**src/rtl/arp_header_parser.sv**
```systemverilog
// Passive AXI4-Stream tap: recognises Ethernet/IPv4 ARP frames, queues {oper, spa, tpa}
// in a 2-entry FIFO and drives CAM lookup requests, retrying when no answer arrives in time.
module arp_header_parser #(
  parameter int unsigned TIMEOUT             = 32,
  parameter int unsigned C_S_AXIS_DATA_WIDTH = 256
) (
  input  logic                             clk,
  input  logic                             reset,
  input  logic [C_S_AXIS_DATA_WIDTH-1:0]   s_axis_tdata,
  input  logic [C_S_AXIS_DATA_WIDTH/8-1:0] s_axis_tkeep,
  input  logic                             s_axis_tvalid,
  input  logic                             s_axis_tready,
  input  logic                             s_axis_tlast,
  output logic                             lookup_req,
  output logic [47:0]                      dst_IP,
  output logic [47:0]                      src_IP,
  output logic [15:0]                      opcode,
  input  logic                             lookup_done,
  output logic [31:0]                      arp_seen_count,
  output logic [15:0]                      arp_drop_count
);

  localparam logic [7:0] LP_TO_LAST = 8'(TIMEOUT - 1);

  typedef enum logic [1:0] {P_SOP, P_BEAT1, P_EOP} parse_state_t;
  typedef enum logic       {L_IDLE, L_WAIT}        lookup_state_t;

  parse_state_t  r_pstate;
  logic          r_b0_ok;
  logic [15:0]   r_oper;
  logic [31:0]   r_spa;

  logic [79:0]   r_fifo [2];
  logic          r_wr_ptr;
  logic          r_rd_ptr;
  logic [1:0]    r_count;

  lookup_state_t r_lstate;
  logic [7:0]    r_cnt;
  logic          r_req;
  logic [47:0]   r_dst;
  logic [47:0]   r_src;
  logic [15:0]   r_opcode;
  logic [31:0]   r_seen;
  logic [15:0]   r_drop;

  logic          w_accept;
  logic          w_b0_ok;
  logic          w_b1_ok;
  logic          w_push;
  logic          w_pop;
  logic          w_full;
  logic          w_empty;
  logic          w_wr_en;
  logic          w_drop;
  logic [79:0]   w_entry;
  logic [79:0]   w_head;
  logic          w_unused;

  assign w_accept = s_axis_tvalid & s_axis_tready;

  assign w_b0_ok = (s_axis_tdata[159:144] == 16'h0806) &&
                   (s_axis_tdata[143:128] == 16'h0001) &&
                   (s_axis_tdata[127:112] == 16'h0800) &&
                   (s_axis_tdata[111:104] == 8'd6)     &&
                   (s_axis_tdata[103:96]  == 8'd4);
  assign w_b1_ok = &s_axis_tkeep[31:22];

  // Frame verdict is formed combinationally on the accepted beat 1 so the entry lands next cycle.
  assign w_push  = w_accept && (r_pstate == P_BEAT1) && r_b0_ok && w_b1_ok;
  assign w_entry = {r_oper, r_spa, s_axis_tdata[207:176]};

  assign w_full  = (r_count == 2'd2);
  assign w_empty = (r_count == 2'd0);
  assign w_pop   = (r_lstate == L_WAIT) && lookup_done;
  assign w_wr_en = w_push && (!w_full || w_pop);
  assign w_drop  = w_push && w_full && !w_pop;
  assign w_head  = r_fifo[r_rd_ptr];

  assign w_unused = ^{s_axis_tdata[255:208], s_axis_tdata[175:160],
                      s_axis_tdata[79:32], s_axis_tkeep[21:0]};

  always_ff @(posedge clk) begin
    if (reset) begin
      r_pstate <= P_SOP;
      r_b0_ok  <= 1'b0;
      r_oper   <= '0;
      r_spa    <= '0;
    end else if (w_accept) begin
      unique case (r_pstate)
        P_SOP: begin
          r_b0_ok  <= w_b0_ok;
          r_oper   <= s_axis_tdata[95:80];
          r_spa    <= s_axis_tdata[31:0];
          r_pstate <= s_axis_tlast ? P_SOP : P_BEAT1;
        end
        P_BEAT1: r_pstate <= s_axis_tlast ? P_SOP : P_EOP;
        P_EOP:   if (s_axis_tlast) r_pstate <= P_SOP;
        default: r_pstate <= P_SOP;
      endcase
    end
  end

  always_ff @(posedge clk) begin
    if (w_wr_en) r_fifo[r_wr_ptr] <= w_entry;
  end

  always_ff @(posedge clk) begin
    if (reset) begin
      r_wr_ptr <= 1'b0;
      r_rd_ptr <= 1'b0;
      r_count  <= '0;
    end else begin
      if (w_wr_en) r_wr_ptr <= ~r_wr_ptr;
      if (w_pop)   r_rd_ptr <= ~r_rd_ptr;
      unique case ({w_wr_en, w_pop})
        2'b10:   r_count <= r_count + 2'd1;
        2'b01:   r_count <= r_count - 2'd1;
        default: r_count <= r_count;
      endcase
    end
  end

  always_ff @(posedge clk) begin
    if (reset) begin
      r_lstate <= L_IDLE;
      r_cnt    <= '0;
      r_req    <= 1'b0;
      r_dst    <= '0;
      r_src    <= '0;
      r_opcode <= '0;
    end else begin
      r_req <= 1'b0;
      unique case (r_lstate)
        L_IDLE: begin
          if (!w_empty) begin
            r_req    <= 1'b1;
            r_opcode <= w_head[79:64];
            r_src    <= {16'h0, w_head[63:32]};
            r_dst    <= {16'h0, w_head[31:0]};
            r_cnt    <= '0;
            r_lstate <= L_WAIT;
          end
        end
        L_WAIT: begin
          if (lookup_done) begin
            r_lstate <= L_IDLE;
          end else if (r_cnt == LP_TO_LAST) begin
            r_req <= 1'b1;
            r_cnt <= '0;
          end else begin
            r_cnt <= r_cnt + 8'd1;
          end
        end
        default: r_lstate <= L_IDLE;
      endcase
    end
  end

  always_ff @(posedge clk) begin
    if (reset) begin
      r_seen <= '0;
      r_drop <= '0;
    end else begin
      if (w_push) r_seen <= r_seen + 32'd1;
      if (w_drop && (r_drop != '1)) r_drop <= r_drop + 16'd1;
    end
  end

  assign lookup_req     = r_req;
  assign dst_IP         = r_dst;
  assign src_IP         = r_src;
  assign opcode         = r_opcode;
  assign arp_seen_count = r_seen;
  assign arp_drop_count = r_drop;

endmodule
```
**config.mk**
```make
export PLATFORM = sky130hd
export DESIGN_NAME = arp_header_parser
export DESIGN_NICKNAME = d
export VERILOG_FILES = /design/src/rtl/arp_header_parser.sv
export SDC_FILE = /design/constraint.sdc
export NUM_CORES = 1
export LEC_CHECK = 0
export ABC_AREA = 1
export BUFFER_PORTS_ARGS = -buffer_cell sky130_fd_sc_hd__buf_2
export CAP_MARGIN = 40
export CORE_AREA = 2 2 178 180
export CTS_CLUSTER_DIAMETER = 40
export DETAILED_ROUTE_END_ITERATION = 6
export DIE_AREA = 0 0 180 182
export PLACE_DENSITY = 0.8
export SLEW_MARGIN = 20
export SYNTH_ARGS = -nofsm -noshare
export SYNTH_HDL_FRONTEND = slang
export SYNTH_SLANG_ARGS = --single-unit
```
**constraint.sdc**
```tcl
create_clock -name clk -period 13.8 [get_ports clk]
set_input_delay 1.38 -clock clk [delete_from_list [all_inputs] [get_ports clk]]
set_output_delay 1.38 -clock clk [all_outputs]
set_load 0.03 [all_outputs]
```
Word level (Yosys, flattened, before mapping)
Memory sizes are Yosys's and may differ from the RTL's. A register that Yosys moved wholly into a read port is not among the register bits.
Index checks and enable logic that the tools add are counted.
{"block": "word_totals", "regBits": 113, "mem_bits_rw": 160, "input_bits": 294, "wordCells": 78, "mem_count": 1}
{"name": "r_fifo", "words": 2, "width": 80, "rd": 1, "rd_ports_with_merged_regs": 1, "write_ports": 1, "line_no": "33", "source": "logic [79:0] r_fifo [2];"}
{"block": "classes", "n_addsub": 5, "eq_ne": 15, "muxes": 17, "bitwise": 5, "reduce_logical": 23}
{"operator": "32-bit by 1-bit adder with 32-bit output, second input constant", "count": 1}
{"operator": "16-bit by 12-bit == test with 1-bit output, second input constant", "count": 2}
{"operator": "8-bit 2-to-1 mux", "count": 3}
{"operator": "16-bit by 1-bit adder with 16-bit output, second input constant", "count": 1}
{"operator": "16-bit by 1-bit == test with 1-bit output, second input constant", "count": 1}
{"operator": "8-bit by 3-bit == test with 1-bit output, second input constant", "count": 2}
{"operator": "16-bit != test, second input constant", "count": 1}
{"operator": "8-bit one-hot mux with 2 select lines", "count": 1}
{"operator": "1-bit logical AND", "count": 12}
{"operator": "10-bit AND reduction", "count": 1}
{"operator": "8-bit by 1-bit adder with 8-bit output, second input constant", "count": 1}
{"operator": "8-bit by 5-bit == test with 1-bit output, second input constant", "count": 1}
{"operator": "2-bit AND reduction", "count": 4}
{"operator": "1-bit 2-to-1 mux", "count": 7}
{"operator": "2-bit == test, second input constant", "count": 3}
{"operator": "2-bit != test, second input constant", "count": 3}
{"operator": "2-bit one-hot mux with 3 select lines", "count": 1}
{"operator": "2-bit by 1-bit == test with 1-bit output, second input constant", "count": 2}
{"operator": "2-bit zero test", "count": 2}
{"operator": "2-bit 2-to-1 mux", "count": 2}
{"operator": "1-bit NOT", "count": 4}
{"operator": "1-bit one-hot mux with 2 select lines", "count": 2}
{"operator": "2-bit one-hot mux with 2 select lines", "count": 1}
{"operator": "2-bit by 1-bit adder with 2-bit output, second input constant", "count": 1}
{"operator": "other kinds (5)", "count": 6}

Depth between registers and ports, before layout
{"block": "logic_depth", "ltp_word": 7, "depth_mapped": 11}

Worst setup path after synthesis
OpenSTA, ideal clock, no wires.
{"block": "synth_path", "path_type": "input-to-reg", "startpoint": "in s_axis_tvalid", "endpoint": "mem r_fifo[1][0] (enable)", "setup_time_ns": 0.520, "arrival_ns": 5.269, "required_time_ns": 13.280, "setup_slack_ns": 8.011, "path_stages": 6, "path_buffers": 0, "path_cell_list": "nand2_2 -> nor2_4 -> nand2_1 -> nor2_4 -> nand2_1 -> nor2_1"}
{"block": "synth_between", "elab_chain_cells": 7}
{"item": "start: declaration", "line_no": "11", "source": "input logic s_axis_tvalid,"}
{"item": "1-bit bitwise AND", "line_no": "60", "source": "assign w_accept = s_axis_tvalid & s_axis_tready;"}
{"item": "1-bit logical AND (3 in series)", "line_no": "70", "source": "assign w_push = w_accept && (r_pstate == P_BEAT1) && r_b0_ok && w_b1_ok;"}
{"item": "1-bit logical AND", "line_no": "76", "source": "assign w_wr_en = w_push && (!w_full || w_pop);"}
{"item": "1-bit 2-to-1 mux", "line_no": "105", "source": "if (w_wr_en) r_fifo[r_wr_ptr] <= w_entry;"}
{"item": "1-bit 2-to-1 mux (implied by the code)", "line_no": "105"}
{"item": "end: declaration", "line_no": "33"}
Every way passes these cells.

Worst setup path in the final report
{"block": "layout_path", "startpoint": "in s_axis_tvalid", "endpoint": "mem r_fifo[1][32] (enable)"}
Same word-level chain as after synthesis.

==> reports/results.ini <==
[synthesis]
ys_seq_area_share_pct=61.72
synth_top_cell_by_area=edfxtp_1
syn_area_um2=14040
syn_inst=1523
netlist-cell-type-count=37
synth_commonest_cells=nand2_1 (375), nor2_1 (236), dfxtp_1 (193), edfxtp_1 (160), o21ai_0 (126)
yosysTopAreaCellShare_pct=34.21
synth_ff_type=dfxtp_1
ys_ff_latch=353
syn-mean-instance-area_um2=9.222
async_flop_share_pct=0
synth_most_common_cell=nand2_1
synth_edf_count=160
synthTopCellsByArea=edfxtp_1 (34%), dfxtp_1 (28%), nand2_1 (10%)
ys_warn_count=0

[placement]
preCtsSetupSlack_ps=9806
gp_congestion=0.9299
dp.cells=2157
port-buffer-count=288
hpwl_mm=22.54

[setup_path]
max_stage_delay_ps=570
cp-start-kind=primary input
cp.arrival_ps=3580
path_max_fanout=50
cp_cell_sequence=buf_2 > nand2_2 > nor2_4 > nand2_1 > nor2_4 > nand2_1 > nor2_4 > buf_16 > buf_4
slowest_stage=buf_4
cpMostUsedCell=nor2_4
crit_type=in -> reg
endpoint_kind=flip-flop
cp_data_required_time_ps=13960

[die]
start_util_pct=45.33
io_pins=455
core_um2=30990
die_w_um=180
dieArea_um2=32760
rows=65
chipHeight_um=182

[routing]
final_antenna_net_count=0
drt-initial-drc-count=739
drc_errors=0
vias=11451
firstDrtPassIters=5
routed_wl_mm=34.33
drt-vias-per-instance=5.092
wl_per_cell_um=15.26

[sta]
fmax_mhz=292.3
fin_crit_sh_pct=24.79
tns_ps=0
fin_skew_ps=19.71
worst_pin_slew_ps=721.4
slew_headroom_pct=51.90
setup_ws_ps=10380
finalHoldViolations=0
setup_violations=0
fin_crit_ps=3421
slew_viol_final=0
rsz0062_at_grt=false

[power_and_ir_drop]
p_leak_nw=7.137
total_power_mw=2.372
vdd_ir_drop_max_mv=0.09065
cellPowerDensity_nw_per_um2=136.1

[min_path]
hp-class=reg -> reg

[clocking]
ctsHtreeMaxLevel=2
numCtsBuffers=47
cts_hold_buf=0
clk_latency_ps=550
cts_resized=0
post-cts-setup-buffer-count=0
clock-sinks=353
cts_max_path_buffers=3
cts_root_buf=clkbuf_16
cts_tree=built
clk_pin_slew_ps=60

[grt]
grt_max_degree=89
track_usage_pct=20.66
gr-total-overflow=0
grt_pass1_wl_mm=55.22
antenna_found_initial=5
grt_pass1_vias=10958

[outcome]
status=completed

[final_layout]
area_growth_syn_to_layout_pct=24.11
fillers=2647
utilization_pct=56.25
drive_gt1_share_pct=22.79
finalNetCount=2103
final_cell_count_no_fill=2249

[run]
max-cap-violations=0

[sequential cells by signal (all words and copies together), names as in the netlist, 2 cells and up]
name	count
r_oper	16
r_spa	32
arp_seen_count	32
dst_IP	32
arp_drop_count	16
opcode	16
r_count	2
r_pstate	2
src_IP	32
r_cnt	8
r_fifo	160
[area by class of cell]
class / instances / area, um^2 / share of cell area (%)
sequential: 353 / 8672 / 49.75
multi-input combinational: 1029 / 4717 / 27.06
timing repair buffer: 303 / 1679 / 9.633
clock buffer: 59 / 1303 / 7.473
tap: 402 / 503.0 / 2.886
clock inverter: 27 / 274.0 / 1.572
inverter: 72 / 272.8 / 1.565
antenna: 4 / 10.01 / 0.05743
[logic make-up (layout without fill, tap and decap cells)]
group | count (synthesis) | in the layout | synth area share, %
AOI/OAI and AO/OA | 272 | 272 | 10.61
and+or+nand+nor | 707 | 707 | 20.77
DFF | 353 | 353 | 61.72
buffers and inverters | 172 | 461 | 5.675
adders and majority gates | 3 | 3 | 0.2673
xor gates and xnor gates | 15 | 15 | 0.9354
other | 1 | 36 | 0.02670
[where the power goes]
group          internal, mW  switching [mW]
clock network         0.718           0.464
logic                0.0276          0.0486
registers              1.11         0.00843
[worst paths after layout]
check	startpoint	to	slack, ps	cells past startpoint
max reg2reg	r_pstate[0]$_SDFFE_PP0P_	r_fifo[1][32]$_DFFE_PP_	10940	8
min	r_spa[7]$_SDFFE_PP0P_	r_fifo[0][39]$_DFFE_PP_	440	0
max	s_axis_tvalid	r_fifo[1][32]$_DFFE_PP_	10380	9
min reg2reg	r_spa[7]$_SDFFE_PP0P_	r_fifo[0][39]$_DFFE_PP_	440	0
[metal layers]
layer	GRT usage (%)	share of wire [%]
met1	26.55	43
met2	35.30	47
met3	4.252	7.6
met4	6.081	2.2
met5	0	0.044
[worst max-delay path, delay by kind of cell]
family	cells	cell delay, ps
buf+inv	3	880
simple gates	6	1260
[per-stage QoR]
step,instance area [um^2],hold slack [ps]
after CTS,17370,425.9
after global routing,17420,455.0
final,17430,439.7
after detailed placement,15790,432.5
after floorplan,14160,420.3
after global placement,15670,425.8
[layout by cell type, fill, tap and decap left out, types with 3 or more instances in the layout]
cell         n
nand2_1    375
buf_2      288
nor2_1     234
dfxtp_1    192
edfxtp_1   160
o21ai_0    126
a31oi_1     81
inv_1       63
clkbuf_16   48
nand3_1     45
a21oi_1     39
conb_1      32
o21ai_1     19
nand3b_1    11
xor2_1      11
nor2_4      10
inv_2        8
buf_4        8
nand2_2      7
nor3_1       7
clkinv_2     7
nor2_2       6
clkbuf_8     6
nand4_1      5
clkbuf_1     5
buf_16       5
diode_2      4
xnor2_1      4
inv_6        4
ha_1         3
clkinv_8     3
clkinv_1     3
clkinv_4     3
Power figures use the tool's default switching activity.
